<file path="config.mk">
export PLATFORM = sky130hd
export DESIGN_NAME = pll_lock_reset_sequencer
export DESIGN_NICKNAME = d
export VERILOG_FILES = /design/src/rtl/pll_lock_reset_sequencer.sv
export SDC_FILE = /design/constraint.sdc
export NUM_CORES = 1
export LEC_CHECK = 0
export ABC_AREA = 1
export CORE_UTILIZATION = 64
export DETAILED_ROUTE_END_ITERATION = 8
export GPL_TIMING_DRIVEN = 0
export PLACE_DENSITY = 0.89
export SLEW_MARGIN = 20
export SYNTH_ARGS = -nofsm -noshare
export SYNTH_HDL_FRONTEND = slang
export SYNTH_SLANG_ARGS = --single-unit
</file>
<file path="constraint.sdc">
create_clock -name clkin -period 4.2 [get_ports clkin]
set_input_delay 0.63 -clock clkin [delete_from_list [all_inputs] [get_ports clkin]]
set_output_delay 0.63 -clock clkin [all_outputs]
set_load 0.05 [all_outputs]
</file>
<file path="src/rtl/pll_lock_reset_sequencer.sv">
// Sequences PLL reset, waits for a stable synchronized lock, then releases sys_resetn; retries on timeout.
// Latency: lock edge reaches the FSM after SYNC_STAGES cycles; outputs are flops updated from next state.
// No backpressure. PLL_LOCK_LOSS_COUNT_EN adds a saturating RUN->WAIT_LOCK event counter output.
module pll_lock_reset_sequencer #(
   parameter int SYNC_STAGES    = 2,
   parameter int PLL_RST_CYCLES = 27,
   parameter int STABLE_CYCLES  = 2700,
   parameter int LOCK_TIMEOUT   = 270000,
   parameter int CNT_W          = 20
) (
   input  logic       clkin,
   input  logic       resetn,
   input  logic       pll_lock,
   output logic       pll_reset,
   output logic       sys_resetn,
   output logic       locked_ok,
   output logic [1:0] state_dbg,
   output logic [3:0] retry_count
`ifdef PLL_LOCK_LOSS_COUNT_EN
   ,
   output logic [7:0] lock_loss_count
`endif
);

   typedef enum logic [1:0] {
      PLL_RST   = 2'd0,
      WAIT_LOCK = 2'd1,
      STABILIZE = 2'd2,
      RUN       = 2'd3
   } state_t;

   localparam logic [CNT_W-1:0] RST_LAST = CNT_W'(PLL_RST_CYCLES - 1);
   localparam logic [CNT_W-1:0] STB_LAST = CNT_W'(STABLE_CYCLES - 1);
   localparam logic [CNT_W-1:0] TO_LAST  = CNT_W'(LOCK_TIMEOUT - 1);

   logic [SYNC_STAGES-1:0] sync_q;
   logic                   lock_s;
   state_t                 state_q, state_nxt;
   logic [CNT_W-1:0]       cnt_q, cnt_nxt;
   logic                   retry_inc;

   always_ff @(posedge clkin or negedge resetn) begin
      if (!resetn) sync_q <= '0;
      else         sync_q <= {sync_q[SYNC_STAGES-2:0], pll_lock};
   end

   assign lock_s = sync_q[SYNC_STAGES-1];

   always_comb begin
      state_nxt = state_q;
      cnt_nxt   = cnt_q;
      retry_inc = 1'b0;
      case (state_q)
         PLL_RST: begin
            if (cnt_q == RST_LAST) begin
               state_nxt = WAIT_LOCK;
               cnt_nxt   = '0;
            end else begin
               cnt_nxt = cnt_q + CNT_W'(1);
            end
         end
         WAIT_LOCK: begin
            // lock beats a timeout landing on the same cycle
            if (lock_s) begin
               state_nxt = STABILIZE;
               cnt_nxt   = '0;
            end else if (cnt_q == TO_LAST) begin
               state_nxt = PLL_RST;
               cnt_nxt   = '0;
               retry_inc = 1'b1;
            end else begin
               cnt_nxt = cnt_q + CNT_W'(1);
            end
         end
         STABILIZE: begin
            if (!lock_s) begin
               state_nxt = WAIT_LOCK;
               cnt_nxt   = '0;
            end else if (cnt_q == STB_LAST) begin
               state_nxt = RUN;
               cnt_nxt   = '0;
            end else begin
               cnt_nxt = cnt_q + CNT_W'(1);
            end
         end
         RUN: begin
            if (!lock_s) begin
               state_nxt = WAIT_LOCK;
               cnt_nxt   = '0;
            end
         end
         default: begin
            state_nxt = PLL_RST;
            cnt_nxt   = '0;
         end
      endcase
   end

   // Outputs get their own flops so sys_resetn cannot glitch on multi-bit state changes.
   always_ff @(posedge clkin or negedge resetn) begin
      if (!resetn) begin
         state_q     <= PLL_RST;
         cnt_q       <= '0;
         pll_reset   <= 1'b1;
         sys_resetn  <= 1'b0;
         locked_ok   <= 1'b0;
         retry_count <= 4'd0;
      end else begin
         state_q    <= state_nxt;
         cnt_q      <= cnt_nxt;
         pll_reset  <= (state_nxt == PLL_RST);
         sys_resetn <= (state_nxt == RUN);
         locked_ok  <= (state_nxt == RUN);
         if (retry_inc && (retry_count != 4'hF))
            retry_count <= retry_count + 4'd1;
      end
   end

   assign state_dbg = state_q;

`ifdef PLL_LOCK_LOSS_COUNT_EN
   always_ff @(posedge clkin or negedge resetn) begin
      if (!resetn)
         lock_loss_count <= 8'd0;
      else if ((state_q == RUN) && (state_nxt == WAIT_LOCK) && (lock_loss_count != 8'hFF))
         lock_loss_count <= lock_loss_count + 8'd1;
   end
`endif

endmodule

</file>
==> flow_summary.json, run 1 <==
{
  "ys.flop_type": "dfrtp_1",
  "cp-start-kind": "flop",
  "antennaDiodeCount": 0,
  "total_power_uw": 905.0,
  "slew_headroom": 0.5781,
  "async_flop_share": 1.000,
  "hpwl_mm": 3.343,
  "drc": 1,
  "cts_tree": "yes",
  "clkTransAtPathRegs_ns": 0.09,
  "status": "finished with violations",
  "num_rows": 20,
  "ys_seq_area_frac": 0.3689,
  "cts_resized": 0,
  "chipWidth_um": 58.44,
  "antenna_found_initial": 0,
  "instances_no_fill": 363,
  "failed_checks": "design-rule violations",
  "die_height_um": 58.44,
  "syn-cell-area_um2": 2038,
  "top_usage_layer": "met1",
  "fillers": 252,
  "fin_tns_setup_ns": 0,
  "grt.met1_usage": 0.4501,
  "path_max_fanout": 1,
  "peakVddDrop_mv": 0.2688,
  "post-place-cells": 355,
  "clock.fmax_mhz": 440.3,
  "io_pins": 12,
  "hold_viol": 0,
  "clock-sinks": 30,
  "required_ns": 3.57,
  "postRouteWirelength_mm": 4.379,
  "finalNetCount": 324,
  "path_delay_family": "buffers and inverters",
  "numPortBuffers": 11,
  "dr_total_vias": 1940,
  "crit_chain": "clkdlybuf4s50_1",
  "grt_usage": 0.2930,
  "synth_nets": 306,
  "fin_crit_ns": 2.271,
  "ys_types": 29,
  "die-area_um2": 3415,
  "drive_gt1_frac": 0.1066,
  "worstMarginPinSlew_ns": 0.6328,
  "placed_area_um2": 2198,
  "grt_max_degree": 31,
  "clock_latency_ns": 0.32,
  "vias_per_cell": 5.344,
  "use_met2": 0.4204,
  "cp_num_buf_inv": 1,
  "first_pass_iters": 6,
  "area_delta_synth_final_pct": 11.54,
  "clockBufferDepth": 2,
  "slowest_delay_ns": 0.80,
  "setup_violations": 0,
  "cts_hold_buf": 0,
  "synthCells": 300,
  "skew_ns": 0.005189,
  "first_iter_violations": 137,
  "cts_root_buffer": "clkbuf_4",
  "p_per_area_nw_per_um2": 398.1,
  "timing.max_cap.violations": 0,
  "min_period_over_period": 0.5407,
  "gp_congestion": 0.9528,
  "drv_slew": 0,
  "min_path_type": "input pin to asynchronous set/reset pin",
  "ys_warn_count": 0,
  "grt_setup_unrepaired": "false",
  "cp_slowest_cell": "clkdlybuf4s50_1",
  "drtAntennaViolNets": 0,
  "final_area_um2": 2273,
  "overflow": 0,
  "setup.worst_path.end_class": "output port",
  "synth_edf_count": 0,
  "grt_pass1_wl_mm": 7.493,
  "grt_pass1_vias": 1669,
  "met3_usage": 0.04615,
  "core_um2": 3028,
  "post-cts-setup-buffer-count": 0,
  "p_leak_nw": 1.123,
  "crit_arrival_ns": 1.64,
  "avgSynthCellArea_um2": 6.794,
  "wl_per_cell_um": 12.06,
  "start_util": 0.6731,
  "cts_made_buffers": 5,
  "ys_ff_latch": 30,
  "htreeDepth": 2,
  "crit_type": "flop to output port"
}
[flip-flops by register name, summed over array words and instances (netlist names)]
| signal | flops |
|---|---|
| cnt_q | 20 |
| retry_count | 4 |
| state_dbg | 2 |
| sync_q | 2 |
| locked_ok | 1 |
| pll_reset | 1 |
[layout by cell type (no fill, tap or decap), drive strengths merged]
master	n
xor2	7
dfstp	1
o21bai	1
clkdlybuf4s50	10
nand2	93
a21oi	5
ha	3
nand4	12
nor3	5
clkbuf	8
buf	7
or2	1
nand3	39
inv	38
nand3b	1
bufinv	1
o21ai	7
nor2	49
dfrtp	29
a31oi	1
a22oi	1
[cells by family after synthesis]
group,share of synthesized area
AND/OR/NAND/NOR,0.4487
AO/OA/AOI/OAI,0.03990
adder cells (fa/ha/maj),0.01842
XOR/XNOR,0.03008
flip-flops,0.3689
buffers and inverters,0.09392
[worst reg2reg max path, stage by stage, from the launching register on]
cell	delay [ns]
dfrtp_1	0.43
ha_1	0.27
nand2_1	0.14
nor2_2	0.14
nand3_1	0.13
nand2_2	0.12
nand3_4	0.15
buf_6	0.19
nand3_1	0.07
nand2_1	0.06
[cells in the mapped netlist, types with 3 or more instances]
| master | n | area [µm²] |
|---|---|---|
| a21oi_1 | 5 | 25.02 |
| nor2_2 | 5 | 31.28 |
| nor2_1 | 41 | 153.9 |
| inv_1 | 35 | 131.4 |
| nor2_4 | 3 | 33.78 |
| inv_2 | 3 | 11.26 |
| dfrtp_1 | 29 | 725.7 |
| nand2_1 | 89 | 334.1 |
| buf_2 | 3 | 15.01 |
| nand3_1 | 36 | 180.2 |
| ha_1 | 3 | 37.54 |
| nand4_1 | 12 | 75.07 |
| xor2_1 | 7 | 61.31 |
| nor3_1 | 4 | 20.02 |
| o21ai_0 | 6 | 30.03 |
| nand2_2 | 4 | 25.02 |
[stage by stage]
stage	setup slack (ns)	util	hold slack [ns]
detailed placement	2.282	0.7260	0.3379
global placement	2.006	0.7277	0.3397
global route	1.887	0.7508	0.3735
CTS	1.923	0.7508	0.3342
finish	1.929	0.7508	0.3169
floorplan	2.494	-	0.3312
[power by group]
part           leakage, nW  switching [mW]  internal [mW]
clock network       0.0395          0.0974          0.126
logic                0.679           0.210          0.106
registers            0.405          0.0396          0.325
total                 1.12           0.348          0.557
[worst paths after layout]
kind	cells after the start	slack, ns	startpoint	to
worst max-delay path	1	1.93	pll_reset	pll_reset
worst min-delay path	1	0.32	resetn	cnt_q[13]
worst max register to register	9	2.40	cnt_q[1]	cnt_q[18]
worst min register to register	0	0.36	sync_q[0]	sync_q[1]
max in group asynchronous	1	3.47	resetn	sync_q[1]
min in group clkin	0	0.36	sync_q[0]	sync_q[1]
[layout make-up]
class | count | area, µm² | share of cell area
Inverter | 38 | 142.6 | 0.06274
Multi-Input combinational cell | 225 | 1095 | 0.4816
Buffer | 7 | 48.80 | 0.02146
Tap cell | 44 | 55.05 | 0.02422
Sequential cell | 30 | 752.0 | 0.3308
Clock inverter | 1 | 30.03 | 0.01321
Clock buffer | 7 | 45.04 | 0.01981
Timing Repair Buffer | 11 | 105.1 | 0.04623
[per-layer routing]
layer / part of all wire / vias to the layer above
met1: 0.48 / 880
met5: 0 / -
li1: - / 992
met2: 0.44 / 59
met3: 0.065 / 9
met4: 0.013 / 0
No activity file was read; power rests on OpenSTA's default activity.
==> inputs of run 2 (changes only) <==
- CORE_UTILIZATION: 64 -> 59
- PLACE_DENSITY: 0.89 -> 0.83
- clock period: 4.2 -> 2.1 ns (I/O delays scaled with it)
==> flow_summary.json, run 2 (same netlist as run 1, synthesis figures left out) <==
{
  "cp_num_buf_inv": 1,
  "clockBufferDepth": 2,
  "min_period_over_period": 0.9546,
  "grt_usage": 0.2868,
  "rrSetupSlack_ns": 0.29,
  "hpwl_mm": 3.530,
  "setup_violations": 0,
  "grt_max_degree": 31,
  "clock_latency_ns": 0.34,
  "holdWs_ns": -0.01121,
  "path_delay_family": "buffers and inverters",
  "cts_made_buffers": 5,
  "hold_viol": 12,
  "path_max_fanout": 1,
  "postRouteWirelength_mm": 4.679,
  "timing.max_cap.violations": 0,
  "top_regs": "cnt_q (20), retry_count (4)",
  "fin_crit_ns": 2.005,
  "clkTransAtPathRegs_ns": 0.10,
  "final_util": 0.7163,
  "peakVddDrop_mv": 0.4998,
  "fin_tns_setup_ns": 0,
  "grt_pass1_wl_mm": 7.645,
  "crit_arrival_ns": 1.69,
  "antenna_found_initial": 0,
  "status": "finished with violations",
  "p_leak_nw": 1.119,
  "instances_no_fill": 363,
  "num_rows": 20,
  "die_height_um": 60.78,
  "r2r_cells": 9,
  "skew_ns": 0.01233,
  "numPortBuffers": 11,
  "wl_per_cell_um": 12.89,
  "crit_type": "flop to output port",
  "first_iter_violations": 164,
  "gp_congestion": 0.9308,
  "cts_tree": "yes",
  "setup.worst_path.end_class": "output port",
  "area_delta_synth_final_pct": 10.80,
  "first_pass_iters": 4,
  "slew_headroom": 0.5591,
  "required_ns": 1.78,
  "core_um2": 3153,
  "cp-start-kind": "flop",
  "finalNetCount": 324,
  "grt_setup_unrepaired": "false",
  "layout.cells.most_common": "nand2_1",
  "die-area_um2": 3694,
  "p_per_area_nw_per_um2": 765.5,
  "cts_hold_buf": 0,
  "r2r-end": "cnt_q[18]",
  "place_ws_ns": 0.3174,
  "drc": 0,
  "crit_cells": 1,
  "overflow": 0,
  "min_path_type": "input pin to asynchronous set/reset pin",
  "largest_reg_flops": 20,
  "failed_checks": "negative hold slack",
  "timing.rr.start": "cnt_q[1]",
  "io_pins": 12,
  "drv_slew": 0,
  "clock-sinks": 30,
  "cp_slowest_cell": "clkdlybuf4s50_1",
  "htreeDepth": 2,
  "cts_resized": 0,
  "drive_gt1_frac": 0.1097,
  "post-cts-setup-buffer-count": 0,
  "final_cell_mix": "89 x nand2_1, 41 x nor2_1, 36 x nand3_1, 35 x inv_1, 29 x dfrtp_1",
  "top_register": "cnt_q",
  "crit_end": "pll_reset",
  "worstMarginPinSlew_ns": 0.6614,
  "setup_slack_ns": 0.09540,
  "dr_total_vias": 1946,
  "crit_chain": "clkdlybuf4s50_1",
  "clock.fmax_mhz": 498.9,
  "cts_root_buffer": "clkbuf_4",
  "drtAntennaViolNets": 0,
  "post-place-cells": 355,
  "startpoint": "pll_reset",
  "antennaDiodeCount": 0,
  "slowest_delay_ns": 0.81,
  "vias_per_cell": 5.361,
  "chipWidth_um": 60.78,
  "grt_pass1_vias": 1694,
  "start_util": 0.6464
}
## run 2: changes by cell type in the layout (fill, tap and decap cells not counted)
cell,before,now
clkbuf_8,0,1
clkbuf_1,3,2
bufinv_16,1,0
clkinv_2,0,1
## run 2: where the power goes
group,leakage (nW),switching [mW],internal (mW)
Combinational,0.679,0.429,0.211
Sequential,0.405,0.0772,0.650
Clock,0.0353,0.199,0.162
## run 2: final cells by class
| class | instances | area (µm²) |
|---|---|---|
| Fill cell | 290 | 894.6 |
| Tap cell | 44 | 55.05 |
| Clock buffer | 7 | 55.05 |
| Multi-Input combinational cell | 225 | 1095 |
| Buffer | 7 | 48.80 |
| Sequential cell | 30 | 752.0 |
| Timing Repair Buffer | 11 | 105.1 |
| Clock inverter | 1 | 5.005 |
| Inverter | 38 | 142.6 |
## run 2: layer usage
layer	routed length [µm]	track usage	up-vias
met5	0	0	-
met4	57	0.09091	0
met3	232	0.06183	7
met2	2156	0.4380	47
met1	2233	0.4073	901
li1	-	-	991
## run 2: through the flow
stage	cell area, µm²	total power, mW	hold WS [ns]
floorplan	2038	1.194	0.01941
global placement	2203	1.359	0.3426
detailed placement	2198	1.376	0.3484
CTS	2258	1.732	0.01714
global route	2258	1.837	0.04692
finish	2258	1.729	-0.01121
## run 2: worst min-delay path by stage
stage / to / slack (ns) / depth (start not counted)
final: cnt_q[7] / -0.01 / 1
after CTS: cnt_q[7] / 0.02 / 1
after detailed placement: sync_q[1] / 0.35 / 0
after floorplan: cnt_q[0] / 0.02 / 0
after global placement: sync_q[1] / 0.34 / 0
after global routing: cnt_q[7] / 0.05 / 1
==> inputs of run 3 (changes only) <==
--- a/config.mk
+++ b/config.mk
@@ -12,2 +12,3 @@
 export PLACE_DENSITY = 0.83
+export REMOVE_ABC_BUFFERS = 1
 export SLEW_MARGIN = 20
==> constraint.sdc (replaced) <==
create_clock -name clkin -period 2.1 [get_ports clkin]
set_input_delay 0.42 -clock clkin [delete_from_list [all_inputs] [get_ports clkin]]
set_output_delay 0.42 -clock clkin [all_outputs]
set_load 0.05 [all_outputs]
==> flow_summary.json, run 3 (same netlist as run 1, synthesis figures left out) <==
{
  "drive_gt1_frac": 0.1022,
  "top_regs": "cnt_q (20), retry_count (4)",
  "final_util": 0.7048,
  "final_area_um2": 2222,
  "clkTransAtPathRegs_ns": 0.10,
  "fin_tns_setup_ns": 0,
  "total_power_mw": 1.697,
  "fin_crit_ns": 2.033,
  "slew_headroom": 0.5595,
  "r2r-end": "cnt_q[19]",
  "worstMarginPinSlew_ns": 0.6608,
  "r2r_cells": 10,
  "place_ws_ns": -0.05787,
  "crit_chain": "clkdlybuf4s50_1",
  "min_path_type": "input pin to asynchronous set/reset pin",
  "rrSetupSlack_ns": 0.21,
  "timing.max_cap.violations": 0,
  "vias_per_cell": 5.381,
  "area_delta_synth_final_pct": 9.024,
  "largest_reg_flops": 20,
  "chipWidth_um": 60.78,
  "drv_slew": 0,
  "crit_cells": 1,
  "wl_per_cell_um": 12.83,
  "antennaDiodeCount": 0,
  "p_per_area_nw_per_um2": 763.7,
  "cp_slowest_cell": "clkdlybuf4s50_1",
  "clock-sinks": 30,
  "numPortBuffers": 11,
  "p_leak_nw": 1.086,
  "placed_area_um2": 2150,
  "grt_max_degree": 31,
  "cts_made_buffers": 5,
  "clock_latency_ns": 0.34,
  "cp-start-kind": "flop",
  "min_period_over_period": 0.9681,
  "first_pass_iters": 4,
  "layout.cells.most_common": "nand2_1",
  "overflow": 0,
  "io_pins": 12,
  "path_delay_family": "buffers and inverters",
  "cp_num_buf_inv": 1,
  "postRouteWirelength_mm": 4.579,
  "clock.fmax_mhz": 491.9,
  "dr_total_vias": 1921,
  "crit_arrival_ns": 1.61,
  "top_register": "cnt_q",
  "cts_tree": "yes",
  "cts_root_buffer": "clkbuf_4",
  "slowest_delay_ns": 0.83,
  "gp_congestion": 0.8966,
  "skew_ns": 0.01014,
  "startpoint": "state_dbg[1]",
  "setup.worst_path.end_class": "output port",
  "final_cell_mix": "88 x nand2_1, 41 x nor2_1, 36 x nand3_1, 35 x inv_1, 29 x dfrtp_1",
  "crit_type": "flop to output port",
  "clockBufferDepth": 2,
  "setup_violations": 0,
  "grt_setup_unrepaired": "false",
  "core_um2": 3153,
  "grt_usage": 0.2787,
  "setup_slack_ns": 0.06697,
  "die-area_um2": 3694,
  "drtAntennaViolNets": 0,
  "num_rows": 20,
  "hpwl_mm": 3.288,
  "required_ns": 1.68,
  "crit_end": "state_dbg[1]",
  "htreeDepth": 2,
  "peakVddDrop_mv": 0.6078,
  "cts_hold_buf": 0,
  "first_iter_violations": 174,
  "start_util": 0.6464,
  "grt_pass1_wl_mm": 7.458,
  "antenna_found_initial": 0,
  "die_height_um": 60.78,
  "hold_viol": 0,
  "grt_pass1_vias": 1632,
  "path_max_fanout": 5,
  "drc": 0,
  "finalNetCount": 318,
  "status": "finished, final reports clean",
  "timing.rr.start": "state_dbg[0]"
}
run 3: how the worst min path moves through the flow:
stage	start	end	slack (ns)	cells past startpoint
2_1_floorplan	resetn	cnt_q[0]	0.12	0
3_3_place_gp	sync_q[0]	sync_q[1]	0.34	0
3_5_place_dp	sync_q[0]	sync_q[1]	0.34	0
4_1_cts	resetn	cnt_q[7]	0.13	1
5_1_grt	resetn	cnt_q[7]	0.15	1
6_report	resetn	cnt_q[7]	0.10	1
run 3: final cells by class:
| class | instances | area (µm²) |
|---|---|---|
| flip-flops and latches | 30 | 752.0 |
| clock buffers | 6 | 51.30 |
| well taps | 44 | 55.05 |
| inverters | 38 | 142.6 |
| clock inverters | 2 | 12.51 |
| repair buffers | 12 | 111.4 |
| fillers | 278 | 930.9 |
| multi-input cells | 225 | 1097 |
run 3: what timing repair did:
action,in CTS,in global routing
pin swaps,0,1
resized for setup,2,0
setup endpoints to repair,4,1
setup buffers,0,1
run 3: through the flow:
step	instances	hold WS, ns
2_1_floorplan	293	0.1244
3_3_place_gp	348	0.3352
3_5_place_dp	348	0.3362
4_1_cts	356	0.1260
5_1_grt	357	0.1499
6_report	357	0.1007
run 3: per-layer routing:
metal	wire length, µm	part of all wire	vias to the layer above	GRT usage
met3	312	0.068	9	0.04478
li1	-	-	979	-
met2	2048	0.45	72	0.4207
met1	2133	0.47	861	0.4022
met5	0	0	-	0
met4	85	0.019	0	0.1071
run 3: power by group:
part           switching, mW  total [mW]  leakage [nW]  internal, mW
clock network          0.208       0.368        0.0343         0.161
logic                  0.423       0.600         0.647         0.177
registers             0.0784       0.729         0.405         0.650
total                  0.709        1.70          1.09         0.988
